===== config.mk =====
export PLATFORM = sky130hd
export DESIGN_NAME = seq_divider_flat
export DESIGN_NICKNAME = d
export VERILOG_FILES = /design/src/rtl/div_pkg.sv /design/src/rtl/seq_divider_if.sv /design/src/rtl/div_sign_fix.sv /design/src/rtl/seq_divider.sv /design/src/flat_wrapper.sv
export SDC_FILE = /design/constraint.sdc
export NUM_CORES = 1
export LEC_CHECK = 0
export ABC_AREA = 1
export BUFFER_PORTS_ARGS = -buffer_cell sky130_fd_sc_hd__buf_2
export CORE_MARGIN = 2
export CORE_UTILIZATION = 55
export CTS_CLUSTER_DIAMETER = 150
export DETAILED_ROUTE_END_ITERATION = 10
export PLACE_DENSITY = 0.75
export SLEW_MARGIN = 20
export SYNTH_ARGS = -nofsm -noshare
export SYNTH_HDL_FRONTEND = slang
export SYNTH_SLANG_ARGS = --single-unit

===== constraint.sdc =====
create_clock -name clk -period 2.3 [get_ports clk]
set_input_delay 0.115 -clock clk [delete_from_list [all_inputs] [get_ports clk]]
set_output_delay 0.115 -clock clk [all_outputs]
set_load 0.03 [all_outputs]

===== src/rtl/div_pkg.sv =====
// div_pkg: shared definitions for the sequential signed divider.
//   DIV_BITS : default divisor/quotient/remainder width (dividend is 2*DIV_BITS)
//   state_t  : divider control states
package div_pkg;

  localparam int DIV_BITS = 8;

  typedef enum logic [1:0] {
    IDLE = 2'd0,
    CALC = 2'd1,
    FIX  = 2'd2,
    DONE = 2'd3
  } state_t;

endpackage


===== src/rtl/seq_divider_if.sv =====
// seq_divider_if: request/result bundle of the sequential divider.
//   start      : request, sampled by the divider only while idle
//   N          : signed dividend, 2*bits wide
//   D          : signed divisor, bits wide
//   Q, R       : signed quotient / remainder
//   busy       : operation in progress
//   done       : one-cycle result-valid pulse
//   dbz, ovf   : divide-by-zero / quotient-overflow flags, valid with done
// Modports: master drives requests, slave is the divider.
interface seq_divider_if
  import div_pkg::*;
#(
  parameter int bits = DIV_BITS
) ();

  logic                  start;
  logic [2*bits-1:0]     N;
  logic [bits-1:0]       D;
  logic [bits-1:0]       Q;
  logic [bits-1:0]       R;
  logic                  busy;
  logic                  done;
  logic                  dbz;
  logic                  ovf;

  modport master (
    output start, N, D,
    input  Q, R, busy, done, dbz, ovf
  );

  modport slave (
    input  start, N, D,
    output Q, R, busy, done, dbz, ovf
  );

endinterface


===== src/rtl/div_sign_fix.sv =====
// div_sign_fix: combinational sign handling around the unsigned divider core.
//   n_in, d_in   : raw signed operands -> n_mag, d_mag magnitudes, d_zero flag
//   n_neg, d_neg : operand signs of the running operation
//   q_mag, r_mag : unsigned quotient / remainder from the iteration
//   hi_ovf       : quotient magnitude already known to need more than bits bits
//   dbz          : divisor of the running operation was zero
//   q, r, ovf    : signed results (zeroed on overflow or divide-by-zero)
module div_sign_fix
  import div_pkg::*;
#(
  parameter int bits = DIV_BITS
) (
  input  logic [2*bits-1:0] n_in,
  input  logic [bits-1:0]   d_in,
  output logic [2*bits-1:0] n_mag,
  output logic [bits-1:0]   d_mag,
  output logic              d_zero,
  input  logic              n_neg,
  input  logic              d_neg,
  input  logic [bits-1:0]   q_mag,
  input  logic [bits-1:0]   r_mag,
  input  logic              hi_ovf,
  input  logic              dbz,
  output logic [bits-1:0]   q,
  output logic [bits-1:0]   r,
  output logic              ovf
);

  logic q_neg;
  logic range_ovf;

  always_comb begin
    // Two's complement negation of the most negative value yields its
    // magnitude correctly when read back as unsigned.
    n_mag  = n_in[2*bits-1] ? -n_in : n_in;
    d_mag  = d_in[bits-1] ? -d_in : d_in;
    d_zero = (d_in == '0);

    q_neg = n_neg ^ d_neg;
    // A negative quotient may reach magnitude 2^(bits-1); a positive one
    // must stay strictly below it.
    if (q_neg) begin
      range_ovf = q_mag[bits-1] & (|q_mag[bits-2:0]);
    end else begin
      range_ovf = q_mag[bits-1];
    end
    ovf = !dbz && (hi_ovf || range_ovf);

    q = '0;
    r = '0;
    if (!dbz && !ovf) begin
      q = q_neg ? -q_mag : q_mag;
      // Remainder carries the dividend's sign (truncating division).
      r = n_neg ? -r_mag : r_mag;
    end
  end

endmodule


===== src/rtl/seq_divider.sv =====
// seq_divider: multi-cycle signed divider, 2*bits / bits -> bits quotient and
// remainder, truncating toward zero. One quotient bit per cycle (restoring
// shift/subtract on magnitudes), then one cycle of sign correction.
//   clk   : clock, all state on the rising edge
//   reset : asynchronous active-low reset
//   bus   : seq_divider_if.slave (start, N, D in; Q, R, busy, done, dbz, ovf out)
// Configuration macro DIVIDER_DBZ_FAST_EN: when defined, a zero divisor skips
// the iteration and reports done one cycle after the request is accepted.
module seq_divider
  import div_pkg::*;
#(
  parameter int bits = DIV_BITS
) (
  input  logic        clk,
  input  logic        reset,
  seq_divider_if.slave bus
);

  localparam int CW = $clog2(bits + 1);

  state_t            state_reg, state_next;
  logic [CW-1:0]     cnt_reg;
  logic [bits-1:0]   rem_reg;
  logic [bits-1:0]   quo_reg;
  logic [bits-1:0]   dm_reg;
  logic              n_neg_reg, d_neg_reg;
  logic              hi_ovf_reg, dzero_reg;
  logic [bits-1:0]   res_q_reg, res_r_reg;
  logic              res_dbz_reg, res_ovf_reg;
  logic [bits-1:0]   q_reg, r_reg;
  logic              dbz_reg, ovf_reg, done_reg;

  logic [2*bits-1:0] n_mag;
  logic [bits-1:0]   d_mag;
  logic              d_zero;
  logic [bits-1:0]   fix_q, fix_r;
  logic              fix_ovf;

  logic [bits:0]     trial;
  logic              take;
  logic [bits-1:0]   rem_next;

  // Magnitudes come from the live inputs (only used on the accepting edge);
  // sign correction works on the latched operation.
  div_sign_fix #(.bits(bits)) u_sign_fix (
    .n_in   (bus.N),
    .d_in   (bus.D),
    .n_mag  (n_mag),
    .d_mag  (d_mag),
    .d_zero (d_zero),
    .n_neg  (n_neg_reg),
    .d_neg  (d_neg_reg),
    .q_mag  (quo_reg),
    .r_mag  (rem_reg),
    .hi_ovf (hi_ovf_reg),
    .dbz    (dzero_reg),
    .q      (fix_q),
    .r      (fix_r),
    .ovf    (fix_ovf)
  );

  // Restoring step: quo_reg starts as the low dividend half and is shifted
  // out MSB first while quotient bits shift in at the LSB. The partial
  // remainder stays below the divisor, so the true difference fits in bits.
  always_comb begin
    trial    = {rem_reg, quo_reg[bits-1]};
    take     = (trial >= {1'b0, dm_reg});
    rem_next = take ? (trial[bits-1:0] - dm_reg) : trial[bits-1:0];
  end

  always_comb begin
    state_next = state_reg;
    case (state_reg)
      IDLE: begin
        if (bus.start) begin
`ifdef DIVIDER_DBZ_FAST_EN
          state_next = d_zero ? DONE : CALC;
`else
          state_next = CALC;
`endif
        end
      end
      CALC: begin
        if (cnt_reg == CW'(bits - 1)) begin
          state_next = FIX;
        end
      end
      FIX:     state_next = DONE;
      DONE:    state_next = IDLE;
      default: state_next = IDLE;
    endcase
  end

  always_ff @(posedge clk or negedge reset) begin
    if (!reset) begin
      state_reg   <= IDLE;
      cnt_reg     <= '0;
      rem_reg     <= '0;
      quo_reg     <= '0;
      dm_reg      <= '0;
      n_neg_reg   <= 1'b0;
      d_neg_reg   <= 1'b0;
      hi_ovf_reg  <= 1'b0;
      dzero_reg   <= 1'b0;
      res_q_reg   <= '0;
      res_r_reg   <= '0;
      res_dbz_reg <= 1'b0;
      res_ovf_reg <= 1'b0;
      q_reg       <= '0;
      r_reg       <= '0;
      dbz_reg     <= 1'b0;
      ovf_reg     <= 1'b0;
      done_reg    <= 1'b0;
    end else begin
      state_reg <= state_next;
      done_reg  <= 1'b0;
      case (state_reg)
        IDLE: begin
          if (bus.start) begin
            n_neg_reg  <= bus.N[2*bits-1];
            d_neg_reg  <= bus.D[bits-1];
            rem_reg    <= n_mag[2*bits-1:bits];
            quo_reg    <= n_mag[bits-1:0];
            dm_reg     <= d_mag;
            // High half >= divisor means the quotient needs > bits bits.
            hi_ovf_reg <= (n_mag[2*bits-1:bits] >= d_mag);
            dzero_reg  <= d_zero;
            cnt_reg    <= '0;
            // Preload the divide-by-zero result for the shortcut path.
            res_q_reg   <= '0;
            res_r_reg   <= '0;
            res_dbz_reg <= d_zero;
            res_ovf_reg <= 1'b0;
          end
        end
        CALC: begin
          rem_reg <= rem_next;
          quo_reg <= {quo_reg[bits-2:0], take};
          cnt_reg <= cnt_reg + 1'b1;
        end
        FIX: begin
          res_q_reg   <= fix_q;
          res_r_reg   <= fix_r;
          res_dbz_reg <= dzero_reg;
          res_ovf_reg <= fix_ovf;
        end
        DONE: begin
          // Outputs change only here, together with the done pulse.
          q_reg    <= res_q_reg;
          r_reg    <= res_r_reg;
          dbz_reg  <= res_dbz_reg;
          ovf_reg  <= res_ovf_reg;
          done_reg <= 1'b1;
        end
        default: ;
      endcase
    end
  end

  assign bus.Q    = q_reg;
  assign bus.R    = r_reg;
  assign bus.dbz  = dbz_reg;
  assign bus.ovf  = ovf_reg;
  assign bus.done = done_reg;
  assign bus.busy = (state_reg != IDLE);

endmodule


===== src/flat_wrapper.sv =====
// flat-port wrapper written by rule: the top's interface ports become plain ports
module seq_divider_flat import div_pkg::*;
#(
  parameter int bits = DIV_BITS
)
  (clk, reset, bus_start, bus_N, bus_D, bus_Q, bus_R, bus_busy, bus_done, bus_dbz, bus_ovf);
  seq_divider_if #(.bits(bits)) bus_i ();
  input  logic clk;
  input  logic reset;
  input wire logic [$bits(bus_i.start)-1:0] bus_start;
  input wire logic [$bits(bus_i.N)-1:0] bus_N;
  input wire logic [$bits(bus_i.D)-1:0] bus_D;
  output wire logic [$bits(bus_i.Q)-1:0] bus_Q;
  output wire logic [$bits(bus_i.R)-1:0] bus_R;
  output wire logic [$bits(bus_i.busy)-1:0] bus_busy;
  output wire logic [$bits(bus_i.done)-1:0] bus_done;
  output wire logic [$bits(bus_i.dbz)-1:0] bus_dbz;
  output wire logic [$bits(bus_i.ovf)-1:0] bus_ovf;
  assign bus_i.start = bus_start;
  assign bus_i.N = bus_N;
  assign bus_i.D = bus_D;
  assign bus_Q = bus_i.Q;
  assign bus_R = bus_i.R;
  assign bus_busy = bus_i.busy;
  assign bus_done = bus_i.done;
  assign bus_dbz = bus_i.dbz;
  assign bus_ovf = bus_i.ovf;
  seq_divider #(.bits(bits)) u_core (.clk(clk), .reset(reset), .bus(bus_i));
endmodule

==> results of run 1 <==
==> cell usage after synthesis, drive strengths merged <==
library cell    n
nor4            1
a21oi          19
clkinv          1
clkbuf          5
or2             4
a31oi           1
buf             8
o21ai          58
nor2           55
xnor2           2
o2111ai         1
o22ai           2
nand2         154
nor3            4
inv            75
a21boi          2
fa              1
ha             25
nand4          12
nand3          35
o211ai          5
mux2           16
nand3b          6
dfrtp          71
xor2           22
==> report_power, final <==
part / switching (mW) / internal (mW)
clock: 0.464 / 0.750
combinational: 2.52 / 1.39
sequential: 0.370 / 1.79
total: 3.35 / 3.93
==> path summary, 6_finish.rpt <==
path / cells after the start / to / slack (ns) / startpoint
worst min-delay path: 3 / u_core.dm_reg[0] / 0.09 / bus_D[0]
worst min register to register: 2 / u_core.res_r_reg[7] / 0.49 / u_core.res_r_reg[7]
worst max register to register: 7 / u_core.res_q_reg[3] / 0.33 / u_core.state_reg[0]
min in group asynchronous: 2 / u_core.bus.R[4] / 0.33 / reset
max in group asynchronous: 3 / u_core.quo_reg[0] / 1.30 / reset
worst max-delay path: 7 / u_core.res_q_reg[3] / 0.33 / u_core.state_reg[0]
==> cells by family (layout without fill, tap and decap cells) <==
kind of cell,after synthesis,in the layout,synth area share (%)
and+or+nand+nor,271,271,26.41
buffers and inverters,89,145,7.776
AOI/OAI and AO/OA,88,88,11.30
DFF,71,71,38.74
adders and majority gates,26,26,7.258
xor gates and xnor gates,24,24,4.584
muxes,16,16,3.929
==> worst min-delay path: cells and delay by family <==
kind,cells,cell delay [ns]
AOI/OAI and AO/OA,1,0.08
buffers and inverters,2,0.19
==> metal layers <==
| metal | up-vias | wire (um) | part of all wire (%) |
|---|---|---|---|
| met1 | 1844 | 4761 | 47 |
| li1 | 2001 | - | - |
| met2 | 97 | 4751 | 47 |
| met4 | 0 | 101 | 1.0 |
| met3 | 12 | 447 | 4.4 |
| met5 | - | 0 | 0 |
==> area by class of cell <==
| class | instances | area share [%] |
|---|---|---|
| inverter | 76 | 5.497 |
| sequential | 71 | 34.23 |
| clock buffer | 11 | 2.724 |
| tap | 105 | 2.531 |
| timing repair buffer | 53 | 5.738 |
| multi-input combinational | 425 | 47.25 |
| clock inverter | 5 | 2.025 |
==> reports/metrics.cfg, run 1 <==
[run_status]
status=finished clean

[global_routing]
grt_pass1_vias=3595
grt.busiest_layer=met2
grt_antenna_before_repair=0
grt.total_usage_pct=23.43
remaining_overflow_grt=0
grt_util_met3_pct=3.241
grt_first_pass_wirelength_um=16560
grt_start_max_net_pins=46
grt.met2_usage_pct=39.55
met1_usage_pct=31.54

[logic_synthesis]
yosysWarningCount=0
synthCells=585
synth-seq-cells=71
synth_fp_nets=638
mapped_area_mm2=0.004586
post_synth_num_cell_types=38
most_area_hungry_cell_type_in_the_yosys_netlist=dfrtp_1
top_post_synthesis_cells_by_area=dfrtp_1 39%, nand2_1 12%, ha_1 6.8%
synth_top_area_share_pct=38.74
avg_synthesized_cell_area_um2=7.839
seq_area_frac_synth_pct=38.74

[detailed_routing]
post_drt_wl_per_cell_um=13.49
drc=0
route.detailed.vias_per_inst=5.300
drtPass1Iterations=5
number_of_vias_in_the_routed_layout=3954
wirelength_um=10060
remaining_antenna_violation_count_after_routing=0
first_iter_violations=214

[cts]
clock_tree.buffer_depth=2
cts_inserted_buffers=9
clkSinkCount=71
clock_latency_ns=0.34
htree_levels=3
cts_resized=0
clk_pin_slew_ns=0.08
cts_setup_buffers=0
hold_buffers=1
tritoncts=built
cts_root_buffer=clkbuf_8

[job]
max_cap_violations=0

[sta]
worst_slew_pin_slew_ns=0.6411
finalSetupViolCount=0
slew_violations=0
layout_min_cycle_time_ns=1.971
clock.fmax_ghz=0.5073
tns_ns=0
max_slew_headroom_pct=57.26
fin_worst_hold_slack_ns=0.08508
min_period_over_period_pct=85.71
worst_clock_skew_ns=0.007601
timing.final.hold_violations=0
unrepaired_setup_endpoints_after_global_routing=false
final_critical_path_setup_slack_ns=0.3286

[floorplan]
die-area_mm2=0.009084
core_area_mm2=0.008134
start_util_pct=56.38
dieHeight_um=95.31
placementRows=33
i_o_pin_cnt=47
dieWidth_um=95.31

[layout]
final-seq-area_mm2=0.001777
final_cell_mix=149 x nand2_1, 71 x dfrtp_1, 70 x inv_1, 52 x nor2_1, 46 x buf_2
design.final.nets=689
core_util_final_pct=63.81
finalInstanceArea_mm2=0.005190
multi_input_comb_area_mm2=0.002452
commonest_non_fill_non_tap_cell_in_the_layout=nand2_1
insertedDiodeCount=0
synthToLayoutAreaGrowth_pct=13.18
filler_instances=712
post_route_cells_drive_above_1_share_pct=18.25
layout.cells.non_filler=746

[setup_path]
critPathMaxStageDelay_ns=0.41
crit_chain=inv_1 > ha_1 > inv_1 > or2_2 > nor2_1 > nand3_2 > o21ai_0
critical-path-slowest-cell=dfrtp_1
critPathArrivalTime_ns=2.22
required_arrival_time_at_the_worst_endpoint_ns=2.55
critical_path_class=reg2reg
worstSetupEndpointType=flip-flop
critPathTopFamily=simple AND/OR/NAND/NOR gates
worstPathBufferInverterCount=2
timing.critical_path.from_type=flip-flop
timing.critical_path.mode_cell=inv_1
crit_fanout=16

[placed_design]
dpl.hpwl_um=7730
dpl_worst_slack_ns=0.2488
place.port_buffers=46
placed_cell_area_mm2=0.004933
placed_cells_incl_taps=729
place_congestion=0.8758

[pwr]
power-per-cell-area_mw_per_mm2=1403
power.leakage_nw=2.707
overall_power_mw=7.279
worst_supply_voltage_drop_on_vdd_v=0.0005400

[min_path]
min_path_type=in2reg

(Power assumes the default switching activity.)
==> run 2, diff against run 1 <==
- CORE_MARGIN: 2 -> unset
==> run 2 against run 1 <==
Net effect:
- hold slack lost 0.0023 ns
- register-to-register slack is essentially flat
- critical endpoint is now u_core.rem_reg[4]
- die area shrank 4.2%
- highest routed layer unchanged
- wire length grew 0.14%
==> reports/metrics.cfg, run 2 (synthesized netlist as in run 1, its figures left out) <==
[run_status]
status=finished clean

[sta]
min_period_over_period_pct=85.93  ; +0.22 points
clock.fmax_ghz=0.5060  ; -0.25%
max_slew_headroom_pct=69.57  ; +12 points
layout_min_cycle_time_ns=1.976  ; +0.005036 ns
tns_ns=0  ; unchanged
worst_slew_pin_slew_ns=0.4564  ; -0.1847 ns
unrepaired_setup_endpoints_after_global_routing=false
slew_violations=0  ; unchanged
worst_clock_skew_ns=0.01144  ; +0.003844 ns
timing.final.hold_violations=0  ; unchanged
finalSetupViolCount=0  ; unchanged
final_critical_path_setup_slack_ns=0.3236  ; -0.005036 ns

[setup_path]
timing.critical_path.from_type=flip-flop
crit_chain=inv_1 > ha_1 > fa_1 > inv_1 > nand3_1 > nand3_1 > xor2_1 > nand3_1 > nand2_1 > nor2_1 > nor2_1
crit-reg2reg-launch=u_core.quo_reg[7]
required_arrival_time_at_the_worst_endpoint_ns=2.58  ; +0.03 ns
critical_path_class=reg2reg
critPathArrivalTime_ns=2.26  ; +0.04 ns
worstSetupEndpointType=flip-flop
crit_fanout=3  ; -13
timing.critical_path.mode_cell=nand3_1
critical-path-slowest-cell=dfrtp_1
critPathMaxStageDelay_ns=0.43  ; +0.02 ns
critical_path.startpoint=u_core.quo_reg[7]

[pwr]
power.combinational.fraction_pct=55.0  ; +1.4 points
swShare_pct=47.46  ; +1.4 points
worst_supply_voltage_drop_on_vdd_v=0.0004235  ; -22%
power_frac_clock_pct=14.5  ; -2.2 points
p_seq_share_pct=30.5  ; +0.8 points
power-per-cell-area_mw_per_mm2=1382  ; -1.5%
net_sw_power_mw=3.377  ; +0.73%
internal_power_mw=3.739  ; -4.8%
overall_power_mw=7.116  ; -2.2%
power.leakage_nw=2.701  ; -0.20%

[floorplan]
die-area_mm2=0.008707  ; -4.2%
dieHeight_um=93.31  ; -2.1%
placementRows=32  ; -3.0%
i_o_pin_cnt=47  ; unchanged
start_util_pct=58.14  ; +1.8 points
core_area_mm2=0.007888  ; -3.0%
dieWidth_um=93.31  ; -2.1%

[layout]
multi_input_comb_area_mm2=0.002452  ; unchanged
post_route_cells_drive_above_1_share_pct=18.66  ; +0.41 points
design.final.nets=691  ; +0.29%
final-seq-area_mm2=0.001777  ; unchanged
insertedDiodeCount=0  ; unchanged
filler_instances=681  ; -4.4%
commonest_non_fill_non_tap_cell_in_the_layout=nand2_1
final_cell_mix=149 x nand2_1, 71 x dfrtp_1, 70 x inv_1, 52 x nor2_1, 46 x buf_2
core_util_final_pct=65.29  ; +1.5 points
layout.cells.non_filler=745  ; -0.13%
synthToLayoutAreaGrowth_pct=12.31

[detailed_routing]
post_drt_wl_per_cell_um=13.52  ; +0.27%
first_iter_violations=172  ; -20%
remaining_antenna_violation_count_after_routing=0  ; unchanged
wirelength_um=10080  ; +0.14%
drtPass1Iterations=5  ; unchanged
drc=0  ; unchanged
number_of_vias_in_the_routed_layout=3969  ; +0.38%
route.detailed.vias_per_inst=5.328  ; +0.51%

[job]
max_cap_violations=0  ; unchanged

[global_routing]
grt_start_max_net_pins=28  ; -39%
grt_pass1_vias=3737  ; +3.9%
remaining_overflow_grt=0  ; unchanged
grt.total_usage_pct=25.63  ; +2.2 points
grt_antenna_before_repair=0  ; unchanged
grt_first_pass_wirelength_um=17380  ; +5.0%

[placed_design]
place_congestion=0.9718  ; +11%
place.port_buffers=46  ; unchanged
placed_cells_incl_taps=728  ; -0.14%
dpl.hpwl_um=7794  ; +0.82%
dpl_worst_slack_ns=0.2520  ; +0.003203 ns

[cts]
clkSinkCount=71  ; unchanged
cts_root_buffer=clkbuf_8
htree_levels=3  ; unchanged
tritoncts=built
clock_latency_ns=0.35  ; about the same
clk_pin_slew_ns=0.08  ; about the same
cts_resized=0  ; unchanged
cts_inserted_buffers=9  ; unchanged
clock_tree.buffer_depth=2  ; unchanged

[min_path]
worstHoldStart=bus_D[0]
min_path_type=in2reg

==> run 2: final cells by class <==
cell class / count / share of cell area, %
clock buffers: 11 / 2.940
clock inverters: 5 / 1.093
inverters: 76 / 5.539
multi-input cells: 425 / 47.62
flip-flops and latches: 71 / 34.50
well taps: 102 / 2.478
repair buffers: 55 / 5.831
==> run 2: what timing repair did <==
action / in CTS / in global routing
hold endpoints to repair: 19 / 0
setup buffers: 0 / 0
hold buffers: 1 / 0
==> run 2: through the flow <==
stage | hold slack [ns] | cell area [um^2]
floorplan | -0.1806 | 4586
global placement | 0.08760 | 4932
detailed placement | 0.08429 | 4932
CTS | 0.07726 | 5150
global route | 0.1137 | 5150
finish | 0.08275 | 5150
==> run 2: per-layer routing <==
layer	vias up	global-route usage, %	wire, um
met5	-	0	0
met4	0	11.54	265
met3	20	3.333	338
met2	94	41.79	4838
met1	1851	34.03	4633
li1	2004	-	-
==> run 2: path summary, 6_finish.rpt <==
path                                        to  depth (start not counted)  slack (ns)
max reg2reg                  u_core.rem_reg[4]                         11        0.32
max in group asynchronous     u_core.dm_reg[2]                          3        1.33
min reg2reg                u_core.res_r_reg[4]                          2        0.48
min in group asynchronous      u_core.bus.R[4]                          2        0.24
max                          u_core.rem_reg[4]                         11        0.32
min                           u_core.dm_reg[0]                          3        0.08
==> run 2: critical path, delay by kind of cell (launching register included) <==
kind	cells	cell delay, ns
flops	1	0.43
fa+ha+maj	2	0.63
xor+xnor	1	0.16
buf+inv	2	0.23
simple gates	6	0.46
==> run 2: power by group through the flow <==
stage	logic [mW]	clock network, mW	registers (mW)
floorplan	2.81	0	2.34
global placement	3.75	0	2.16
detailed placement	3.88	0	2.19
CTS	3.91	1.05	2.17
global route	4.39	1.10	2.25
finish	3.91	1.03	2.17
==> run 3, diff against run 2 <==
- CORE_UTILIZATION: 55 -> 60
- PLACE_DENSITY: 0.75 -> 0.81
- SLEW_MARGIN: 20 -> 15
==> run 3 against run 2 <==
Net effect:
- cell area increased by 0.46%
- wire length increased by 1.4%
- sequential power about the same
- utilization increased by 5.3 points
- critical endpoint is now u_core.res_r_reg[5]
- critical path type unchanged
- register-to-register slack improved by 0.03 ns
- clock skew decreased by 0.0026 ns
- combinational power about the same
- critical path depth decreased by 4
- largest cell class unchanged
==> reports/metrics.cfg, run 3 (synthesized netlist as in run 1, its figures left out) <==
[detailed_routing]
number_of_vias_in_the_routed_layout=4045  ; +1.9%
drtPass1Iterations=5  ; unchanged
drc=0  ; unchanged
first_iter_violations=260  ; +51%
route.detailed.vias_per_inst=5.459  ; +2.5%
post_drt_wl_per_cell_um=13.79  ; +1.9%
remaining_antenna_violation_count_after_routing=0  ; unchanged
wirelength_um=10220  ; +1.4%

[setup_path]
critPathArrivalTime_ns=2.20  ; -0.06 ns
crit_fanout=16  ; +13
worstSetupEndpointType=flip-flop
required_arrival_time_at_the_worst_endpoint_ns=2.55  ; -0.03 ns
timing.critical_path.from_type=flip-flop
critical_path_class=reg2reg
ff2ff_setup_slack_ns=0.35  ; +0.03 ns

[cts]
cts_root_buffer=clkbuf_8
cts_resized=0  ; unchanged
clkSinkCount=71  ; unchanged
tritoncts=built
clk_pin_slew_ns=0.08  ; about the same
cts_inserted_buffers=9  ; unchanged
htree_levels=3  ; unchanged
cts_setup_buffers=0  ; unchanged
clock_latency_ns=0.34  ; about the same
clock_tree.buffer_depth=2  ; unchanged

[floorplan]
dieWidth_um=89.42  ; -4.2%
start_util_pct=62.55  ; +4.4 points
placementRows=31  ; -3.1%
dieHeight_um=89.42  ; -4.2%
i_o_pin_cnt=47  ; unchanged
core_area_mm2=0.007331  ; -7.1%
die-area_mm2=0.007996  ; -8.2%

[layout]
post_route_cells_drive_above_1_share_pct=18.54  ; -0.13 points
insertedDiodeCount=0  ; unchanged
commonest_non_fill_non_tap_cell_in_the_layout=nand2_1
synthToLayoutAreaGrowth_pct=12.82
finalInstanceArea_mm2=0.005174  ; +0.46%
design.final.nets=690  ; -0.14%
core_util_final_pct=70.58  ; +5.3 points
final_cell_mix=149 x nand2_1, 71 x dfrtp_1, 70 x inv_1, 52 x nor2_1, 46 x buf_2
filler_instances=587  ; -14%

[sta]
slew_violations=0  ; unchanged
finalSetupViolCount=0  ; unchanged
fin_worst_hold_slack_ns=0.09208  ; +0.009325 ns
max_slew_headroom_pct=54.91  ; -15 points
worst_slew_pin_slew_ns=0.6763  ; +0.2199 ns
unrepaired_setup_endpoints_after_global_routing=false
layout_min_cycle_time_ns=1.950  ; -0.02654 ns
clock.fmax_ghz=0.5128  ; +1.4%
worst_clock_skew_ns=0.008894  ; -0.002551 ns
timing.final.hold_violations=0  ; unchanged
min_period_over_period_pct=84.78  ; -1.2 points
tns_ns=0  ; unchanged

[placed_design]
place_congestion=0.9074  ; -6.6%
place.port_buffers=46  ; unchanged
placed_cell_area_mm2=0.004933  ; about the same
dpl.hpwl_um=7907  ; +1.4%

[pwr]
overall_power_mw=7.234  ; +1.7%
power-per-cell-area_mw_per_mm2=1398  ; +1.2%
worst_supply_voltage_drop_on_vdd_v=0.0005043  ; +19%
power.leakage_nw=2.705  ; +0.13%

[global_routing]
grt_start_max_net_pins=42  ; +50%
grt_pass1_vias=3561  ; -4.7%
grt.total_usage_pct=26.90  ; +1.3 points
grt_first_pass_wirelength_um=16480  ; -5.2%
remaining_overflow_grt=0  ; unchanged
grt_antenna_before_repair=0  ; unchanged

[min_path]
min_path_type=in2reg

[job]
max_cap_violations=0  ; unchanged

[run_status]
status=finished clean

[run 3: repair_timing]
item | in CTS | in global routing
setup endpoints to repair | 0 | 0
hold endpoints to repair | 30 | 0
hold buffers | 1 | 0
[run 3: path summary, 6_finish.rpt]
path,startpoint,endpoint,cells after the start
setup / recovery,u_core.state_reg[0],u_core.res_r_reg[5],7
hold / removal,bus_D[0],u_core.dm_reg[0],3
setup reg to reg,u_core.state_reg[0],u_core.res_r_reg[5],7
hold reg to reg,u_core.dzero_reg,u_core.dzero_reg,2
max in group asynchronous,reset,u_core.quo_reg[3],3
min in group asynchronous,reset,u_core.bus.dbz,2
[run 3: metal layers]
layer  vias up  GRT usage, %  part of all wire [%]
met5         -             0                     0
met4         0         10.68                   2.1
met3        23         2.955                   4.1
met2       135         46.98                    49
met1      1885         34.11                    44
li1       2002             -                     -
[run 3: metrics by stage]
stage	worst slack, ns	std cells
2_1_floorplan	0.5734	585
3_3_place_gp	0.3498	724
3_5_place_dp	0.2341	724
4_1_cts	0.3135	741
5_1_grt	0.2091	741
6_report	0.3501	741
[run 3: area by class of cell]
class / instances / area, um^2 / share of cell area, %
Clock buffer: 10 / 137.6 / 2.660
Timing Repair Buffer: 54 / 305.3 / 5.901
Sequential cell: 71 / 1777 / 34.34
Tap cell: 99 / 123.9 / 2.394
Multi-Input combinational cell: 425 / 2452 / 47.40
Inverter: 76 / 285.3 / 5.514
Clock inverter: 6 / 92.59 / 1.790
[run 3: power by group]
part | switching (mW) | leakage, nW | internal [mW]
registers | 0.396 | 0.915 | 1.79
clock network | 0.492 | 0.109 | 0.646
logic | 2.52 | 1.68 | 1.39
[run 3: worst max-delay path: stages (launching register included)]
cell,delay (ns)
dfrtp_1,0.41
inv_1,0.12
ha_1,0.15
inv_1,0.06
or2_2,0.28
nor2_1,0.17
nand3_2,0.37
o21ai_0,0.30
